## config.mk

```make
export PLATFORM = sky130hd
export DESIGN_NAME = memoria_principal
export DESIGN_NICKNAME = d
export VERILOG_FILES = /design/src/rtl/memoria_pkg.sv /design/src/rtl/banco_memoria.sv /design/src/rtl/memoria_principal.sv
export SDC_FILE = /design/constraint.sdc
export NUM_CORES = 1
export LEC_CHECK = 0
export CELL_PAD_IN_SITES_DETAIL_PLACEMENT = 1
export CELL_PAD_IN_SITES_GLOBAL_PLACEMENT = 2
export CORE_ASPECT_RATIO = 1.25
export CORE_MARGIN = 8
export CORE_UTILIZATION = 35
export CTS_CLUSTER_DIAMETER = 50
export DETAILED_ROUTE_END_ITERATION = 8
export PLACE_DENSITY = 0.7
export SETUP_SLACK_MARGIN = 0.05
export SYNTH_ARGS = -nofsm -noshare
export SYNTH_HDL_FRONTEND = slang
export SYNTH_SLANG_ARGS = --single-unit
```

## constraint.sdc

```tcl
create_clock -name clock -period 8.7 [get_ports clock]
set_clock_uncertainty 0.2 [all_clocks]
set_input_delay 1.305 -clock clock [delete_from_list [all_inputs] [get_ports clock]]
set_output_delay 1.305 -clock clock [all_outputs]
set_load 0.005 [all_outputs]
```

## src/rtl/memoria_pkg.sv

```systemverilog
// Shared definitions for the main-memory responder: FSM states and default geometry.
package memoria_pkg;

  typedef enum logic [1:0] {
    OCIOSO   = 2'd0,
    ESCRITA  = 2'd1,
    LEITURA  = 2'd2,
    RESPOSTA = 2'd3
  } estado_t;

  localparam int ADDR_W          = 5;
  localparam int DATA_W          = 8;
  localparam int LATENCIA_PADRAO = 3;

endpackage

```

## src/rtl/banco_memoria.sv

```systemverilog
// Backing array: synchronous write, combinational read, reset loads mem[i] = i.
module banco_memoria #(
  parameter int ADDR_W = memoria_pkg::ADDR_W,
  parameter int DATA_W = memoria_pkg::DATA_W
) (
  input  logic              clock,
  input  logic              reset,
  input  logic              escrita_habilitada,
  input  logic [ADDR_W-1:0] endereco_escrita,
  input  logic [DATA_W-1:0] dado_escrita,
  input  logic [ADDR_W-1:0] endereco_leitura,
  output logic [DATA_W-1:0] dado_leitura
);

  localparam int PROFUNDIDADE = 1 << ADDR_W;

  logic [DATA_W-1:0] mem_r [PROFUNDIDADE];

  // Array update: reset wins over a coincident write so an aborted write-back never lands.
  always_ff @(posedge clock) begin
    if (reset) begin
      for (int i = 0; i < PROFUNDIDADE; i++) begin
        mem_r[i] <= DATA_W'(i);
      end
    end else if (escrita_habilitada) begin
      mem_r[endereco_escrita] <= dado_escrita;
    end
  end

  assign dado_leitura = mem_r[endereco_leitura];

endmodule

```

## src/rtl/memoria_principal.sv

```systemverilog
// Main-memory responder for the cache: fixed-latency write-back and block fill,
// write-back always committed before the fill of a combined request.
module memoria_principal #(
  parameter int LATENCY = memoria_pkg::LATENCIA_PADRAO,
  parameter int ADDR_W  = memoria_pkg::ADDR_W,
  parameter int DATA_W  = memoria_pkg::DATA_W
) (
  input  logic              clock,
  input  logic              reset,
  input  logic              solicitacao_de_leitura_na_memoria,
  input  logic              solicitacao_de_escrita_na_memoria,
  input  logic [ADDR_W-1:0] tag_de_acesso_na_memoria,
  input  logic [ADDR_W-1:0] endereco_de_escrita_na_memoria,
  input  logic [DATA_W-1:0] bloco_a_ser_escrito_na_memoria,
  output logic [DATA_W-1:0] bloco_lido_da_memoria,
  output logic              pronto,
  output logic              ocupado
);

  import memoria_pkg::*;

  localparam logic [3:0] RECARGA = 4'(LATENCY - 1);

  estado_t           estado_r;
  logic [3:0]        contador_r;
  logic              pendente_r;
  logic [ADDR_W-1:0] endereco_escrita_r;
  logic [DATA_W-1:0] dado_escrita_r;
  logic [ADDR_W-1:0] endereco_leitura_r;
  logic [DATA_W-1:0] bloco_r;
  logic              pronto_r;
  logic              ocupado_r;
  logic              escrita_habilitada_s;
  logic [DATA_W-1:0] dado_lido_s;

  assign escrita_habilitada_s = (estado_r == ESCRITA) && (contador_r == 4'd0);

  banco_memoria #(
    .ADDR_W(ADDR_W),
    .DATA_W(DATA_W)
  ) u_banco (
    .clock             (clock),
    .reset             (reset),
    .escrita_habilitada(escrita_habilitada_s),
    .endereco_escrita  (endereco_escrita_r),
    .dado_escrita      (dado_escrita_r),
    .endereco_leitura  (endereco_leitura_r),
    .dado_leitura      (dado_lido_s)
  );

  // Access FSM: requests are sampled only in OCIOSO, pronto and ocupado are registered.
  always_ff @(posedge clock) begin
    if (reset) begin
      estado_r           <= OCIOSO;
      contador_r         <= 4'd0;
      pendente_r         <= 1'b0;
      endereco_escrita_r <= '0;
      dado_escrita_r     <= '0;
      endereco_leitura_r <= '0;
      bloco_r            <= '0;
      pronto_r           <= 1'b0;
      ocupado_r          <= 1'b0;
    end else begin
      case (estado_r)
        OCIOSO: begin
          if (solicitacao_de_escrita_na_memoria) begin
            endereco_escrita_r <= endereco_de_escrita_na_memoria;
            dado_escrita_r     <= bloco_a_ser_escrito_na_memoria;
            if (solicitacao_de_leitura_na_memoria) begin
              endereco_leitura_r <= tag_de_acesso_na_memoria;
              pendente_r         <= 1'b1;
            end
            contador_r <= RECARGA;
            ocupado_r  <= 1'b1;
            estado_r   <= ESCRITA;
          end else if (solicitacao_de_leitura_na_memoria) begin
            endereco_leitura_r <= tag_de_acesso_na_memoria;
            contador_r         <= RECARGA;
            ocupado_r          <= 1'b1;
            estado_r           <= LEITURA;
          end
        end
        ESCRITA: begin
          if (contador_r != 4'd0) begin
            contador_r <= contador_r - 4'd1;
          end else if (pendente_r) begin
            pendente_r <= 1'b0;
            contador_r <= RECARGA;
            estado_r   <= LEITURA;
          end else begin
            pronto_r <= 1'b1;
            estado_r <= RESPOSTA;
          end
        end
        LEITURA: begin
          if (contador_r != 4'd0) begin
            contador_r <= contador_r - 4'd1;
          end else begin
            bloco_r  <= dado_lido_s;
            pronto_r <= 1'b1;
            estado_r <= RESPOSTA;
          end
        end
        RESPOSTA: begin
          pronto_r  <= 1'b0;
          ocupado_r <= 1'b0;
          estado_r  <= OCIOSO;
        end
        default: begin
          pronto_r  <= 1'b0;
          ocupado_r <= 1'b0;
          estado_r  <= OCIOSO;
        end
      endcase
    end
  end

  assign bloco_lido_da_memoria = bloco_r;
  assign pronto                = pronto_r;
  assign ocupado               = ocupado_r;

endmodule

```

* After elaboration in Yosys (flattened, before gate mapping)
Memory sizes are Yosys's and may differ from the RTL's. A register that Yosys moved wholly into a read port is not among the register bits.
Cells that the tools add are included.
** Word-level totals
- Register bits after elaboration :: 27
- Bits in writable memories :: 256
- Input bits :: 22
- Output and inout port bits :: 10
- Word-level logic and storage cells :: 69
- Memories kept :: 1
** Memories
- u_banco.mem_r :: words 32, bits a word 8, rd ports 1, clocked after Yosys merged registers in 1, write ports 32, RTL line banco_memoria.sv:17 : logic [DATA_W-1:0] mem_r [PROFUNDIDADE];
** Cells by class
- $add $sub $neg :: 1
- Eq/ne operators :: 11
- Mux-type cells :: 30
- Bitwise gates (word level) :: 1
- Reduce and logical (&&, ||, !) cells :: 17
** Operators by type and width (number)
- two-way mux 4 bit :: 5
- two-way mux 1 bit :: 14
- inequality test 2 bit (second input constant) :: 6
- case mux 4 bit (3 select lines) :: 1
- AND reduction 4 bit :: 3
- two-way mux 2 bit :: 4
- two-way mux 8 bit :: 1
- case mux 2 bit (4 select lines) :: 1
- AND reduction 2 bit :: 4
- OR reduction 8 bit :: 1
- nonzero test 3 bit :: 2
- two-way mux 5 bit :: 1
- equality test 2 bit (second input constant) :: 2
- logical NOT 4 bit :: 1
- case mux 1 bit (2 select lines) :: 2
- nonzero test 2 bit :: 2
- nonzero test 4 bit :: 1
- subtractor 4 x 1 -> 4 bit (second input constant) :: 1
- inequality test 3 x 2 -> 1 bit (second input constant) :: 1
- inequality test 3 bit (second input constant) :: 1
- case mux 1 bit (3 select lines) :: 1
- AND reduction 3 bit :: 1
- equality test 2 x 1 -> 1 bit (second input constant) :: 1
- logical NOT 2 bit :: 1
- other kinds (2) :: 2

* Longest topological paths before layout
- Depth in word-level cells :: 7
- Mapped depth :: 8
- Depth with buffers taken out :: 7

* Cells and area by module
A second synthesis with hierarchy kept.
** Second synthesis, totals
- Cell total of the unflattened synthesis :: 934
- Area, all modules :: 13432.9 um2
** Modules (own cells, without submodules)
- banco_memoria :: times used 1, cells an instance 742, area each 11881.4 um2, seq. area each 7687.4 um2
- memoria_principal :: times used 1, cells an instance 192, area each 1551.5 um2, seq. area each 700.7 um2

* Worst setup path after synthesis
OpenSTA, ideal clock, no wires.
- Path type :: input to register
- Start point :: in reset
- End point :: mem u_banco.mem_r[30][0] (enable)
- Data arrival time :: 2.708 ns
- Required time :: 8.171 ns
- Path slack :: 5.462 ns
- Cell stages on the path :: 5
- Path buffers :: 2
- Cells stage by stage :: or4b_1 buf_6 buf_8 nor3_4 or2_1
** RTL lines
- start, declared :: RTL line memoria_principal.sv:9 : input logic reset,
- end, declared :: RTL line banco_memoria.sv:17

==> results by group <==
STA
  • Final Max Tran Viols: 0
  • RSZ-0062 raised after global routing: no
  • Hold Violations, Final: 0
  • Fmax: 280.9 MHz
  • Worst Tran Pin Value: around 1.1 ns
  • Fin crit share: 0.4092
  • Final setup violation count: 0
  • Worst slew margin relative to its limit: 0.2441
  • Setup TNS: 0 ns
  • Period minus WS final: 3.560 ns

Final layout
  • Ant. Diodes: 0
  • Layout fillers: 4114
  • Fin nets: 1106
  • Area Growth Syn to Fin: 12.82%
  • Share of layout cells above drive strength 1: 0.1126
  • Finished Layout Cells: 1599

Drt
  • Antenna viol nets, final: 0
  • Via count: around 8200
  • Vias per cell: between 5 and 6
  • Initial DRT Pass Iterations: 5
  • Routed WL per cell: 22.77 um
  • # DRC: 0
  • Drt total wl: 36410 um
  • 1st-iter DRT viols: 530

Pwr
  • Worst VDD drop: around 130 uV
  • Static Leak: roughly 5 nW
  • Pwr Total: between 3 and 4 mW
  • Pwr/cell area: approximately 250 mW/mm2

Placed design
  • Hpwl dp: between 20000 and 25000 um
  • Dpl cells: 1538
  • Port Buffers: 31
  • GP Congestion: ~0.74

Critical path
  • Reg-to-reg endpoint: bloco_lido_da_memoria[3]
  • Reg2Reg Setup Slack: 5.16 ns
  • Crit path launch: reset
  • Startpoint types: input port
  • Critical Path Sink: u_banco.mem_r[21][0]
  • Worst Path Arrival: 3.62 ns
  • CP Class: input port to register
  • Largest fanout on the critical path: 69
  • Reg2Reg Depth: 6
  • Reg-to-reg startpoint: endereco_leitura_r[0]
  • Critical Path End Type: register
  • Critical Path RT: 8.76 ns

Floorplanning
  • Row count: 81
  • Area of the core: between 0.03 and 0.04 mm2
  • Starting Density: 0.3529
  • I/O pin count: 32
  • Overall die height: 237.5 um
  • Die ar.: 0.04587 mm2
  • Die X-Extent: 193.2 um

Clock network
  • Root buf cell: clkbuf_16
  • H-tree depth: 2
  • Post-CTS Setup Inserts: 0
  • Clk sinks: 291
  • Max Root-Sink Buffers: 3
  • Hold buffer count at cts: 0
  • Clock Latency Late Sink: ~0.54 ns
  • CTS clk-pin slew, worst paths: about 0.06 ns
  • CTS tree: done
  • Total CTS buffers: 35
  • CTS-repair resized insts: 0

Logic synthesis
  • Syn nets: between 1000 and 1500
  • Yosys top cell by area: edfxtp_1
  • Post-synthesis cell type count: 39
  • Largest cells by area after synthesis: edfxtp_1, mux2i_1, and2_1
  • Count leader, synth: edfxtp_1
  • Most instantiated cells after synthesis: edfxtp_1, and2_1, mux2i_1
  • Top_reg_cell synth: edfxtp_1
  • Yosys warns: 0
  • Share of the synthesized area in the top cell type: 0.5598
  • Sequential area share after synthesis: 0.6108
  • Yosys reg bits: approximately 290
  • Synth Instances: 1087
  • Synth async-reset ratio: 0
  • EDFF count, synth: 256
  • Avg Inst Size Synth: 12.63 um2
  • Cell Area, Synth: 0.01373 mm2

GRT
  • First-pass GRT wire length: 54520 um
  • Largest net degree at the start of global routing: 70
  • Initial antenna violation count: 1
  • Total gr overflow: 0
  • Gr usage total: 0.1606
  • Vias in the first global route: 8749

Flow run
  • Max-cap viol count: 0

Min path
  • Worst min-delay path class: register to register
  • Hold depth: 2

Status
  • Status: finished clean
[worst min-delay path by stage]
stage                          startpoint               endpoint  slack (ns)
finish              endereco_escrita_r[4]  endereco_escrita_r[4]        0.26
floorplan           endereco_escrita_r[0]  endereco_escrita_r[0]        0.24
global route        endereco_escrita_r[4]  endereco_escrita_r[4]        0.28
CTS                 endereco_escrita_r[4]  endereco_escrita_r[4]        0.27
detailed placement  endereco_escrita_r[4]  endereco_escrita_r[4]        0.26
global placement    endereco_escrita_r[4]  endereco_escrita_r[4]        0.25
[cell type report]
class | instances | area, um2 | share of cell area
clock buffer | 43 | 927.1 | 0.05984
clock inverter | 18 | 195.2 | 0.01260
inverter | 5 | 18.77 | 0.001211
multi-input combinational | 703 | 4947 | 0.3193
sequential | 291 | 8402 | 0.5423
tap | 498 | 623.1 | 0.04022
timing repair buffer | 41 | 380.4 | 0.02455
[flip-flops by register name, summed over array words and instances, names as in the netlist]
| signal | cells |
|---|---|
| pronto | 1 |
| bloco_lido_da_memoria | 8 |
| dado_escrita_r | 8 |
| endereco_escrita_r | 5 |
| u_banco.mem_r | 256 |
| contador_r | 4 |
| pendente_r | 1 |
| ocupado | 1 |
| estado_r | 2 |
| endereco_leitura_r | 5 |
[layer usage]
layer / track usage / part of all wire
met1: 0.1983 / 0.43
met3: 0.02214 / 0.032
met5: 0 / 0
met2: 0.2824 / 0.51
met4: 0.05650 / 0.026
[cell usage in the layout (no fill, tap or decap), types with 3 or more instances in the layout]
| cell type | netlist | routed |
|---|---|---|
| a211oi_1 | 8 | 8 |
| a21oi_1 | 63 | 63 |
| a22oi_1 | 65 | 65 |
| and2_1 | 179 | 179 |
| buf_4 | 8 | 10 |
| clkbuf_1 | 65 | 7 |
| clkbuf_16 | 0 | 36 |
| clkdlybuf4s50_1 | 0 | 30 |
| clkinvlp_4 | 0 | 3 |
| dfxtp_1 | 35 | 26 |
| dfxtp_2 | 0 | 8 |
| edfxtp_1 | 256 | 256 |
| ha_1 | 7 | 7 |
| inv_1 | 5 | 5 |
| inv_6 | 0 | 4 |
| inv_8 | 0 | 3 |
| mux2i_1 | 129 | 129 |
| nand2_1 | 45 | 45 |
| nand2b_1 | 39 | 39 |
| nand3_1 | 6 | 6 |
| nor2_1 | 30 | 29 |
| nor3_2 | 3 | 3 |
| nor3_4 | 9 | 9 |
| nor3b_1 | 4 | 4 |
| nor4_4 | 4 | 4 |
| o21ai_0 | 6 | 6 |
| or2_1 | 4 | 4 |
| or2_2 | 30 | 30 |
| or3_1 | 49 | 49 |
| or4_1 | 8 | 8 |
[critical path: stages]
cell and delay [ns]:
buf_2 0.08, buf_4 0.66, and4b_1 0.35, nand3b_1 0.51, nor2_1 0.23, or2_2 0.45
[power by group]
part	switching [mW]	internal (mW)
Sequential	0.149	1.59
Clock	0.586	0.834
Combinational	0.402	0.250
Total	1.14	2.67
[kinds of logic after synthesis]
family                     share of synthesized area
AOI/OAI and AO/OA                            0.06797
adders and majority gates                   0.006377
buffers and inverters                        0.02952
DFF                                           0.6108
muxes                                        0.09402
and+or+nand+nor                               0.1913
[through the flow]
stage	utilization	instance area [um2]	hold WS [ns]	setup slack, ns
finish	0.3981	15490	0.2632	5.140
global route	0.3981	15490	0.2828	4.985
CTS	0.3981	15490	0.2691	5.145
detailed placement	0.3693	14370	0.2611	4.579
global placement	0.3693	14370	0.2496	4.672
floorplan	-	13730	0.2402	5.462
Power figures use the tool's default switching activity.
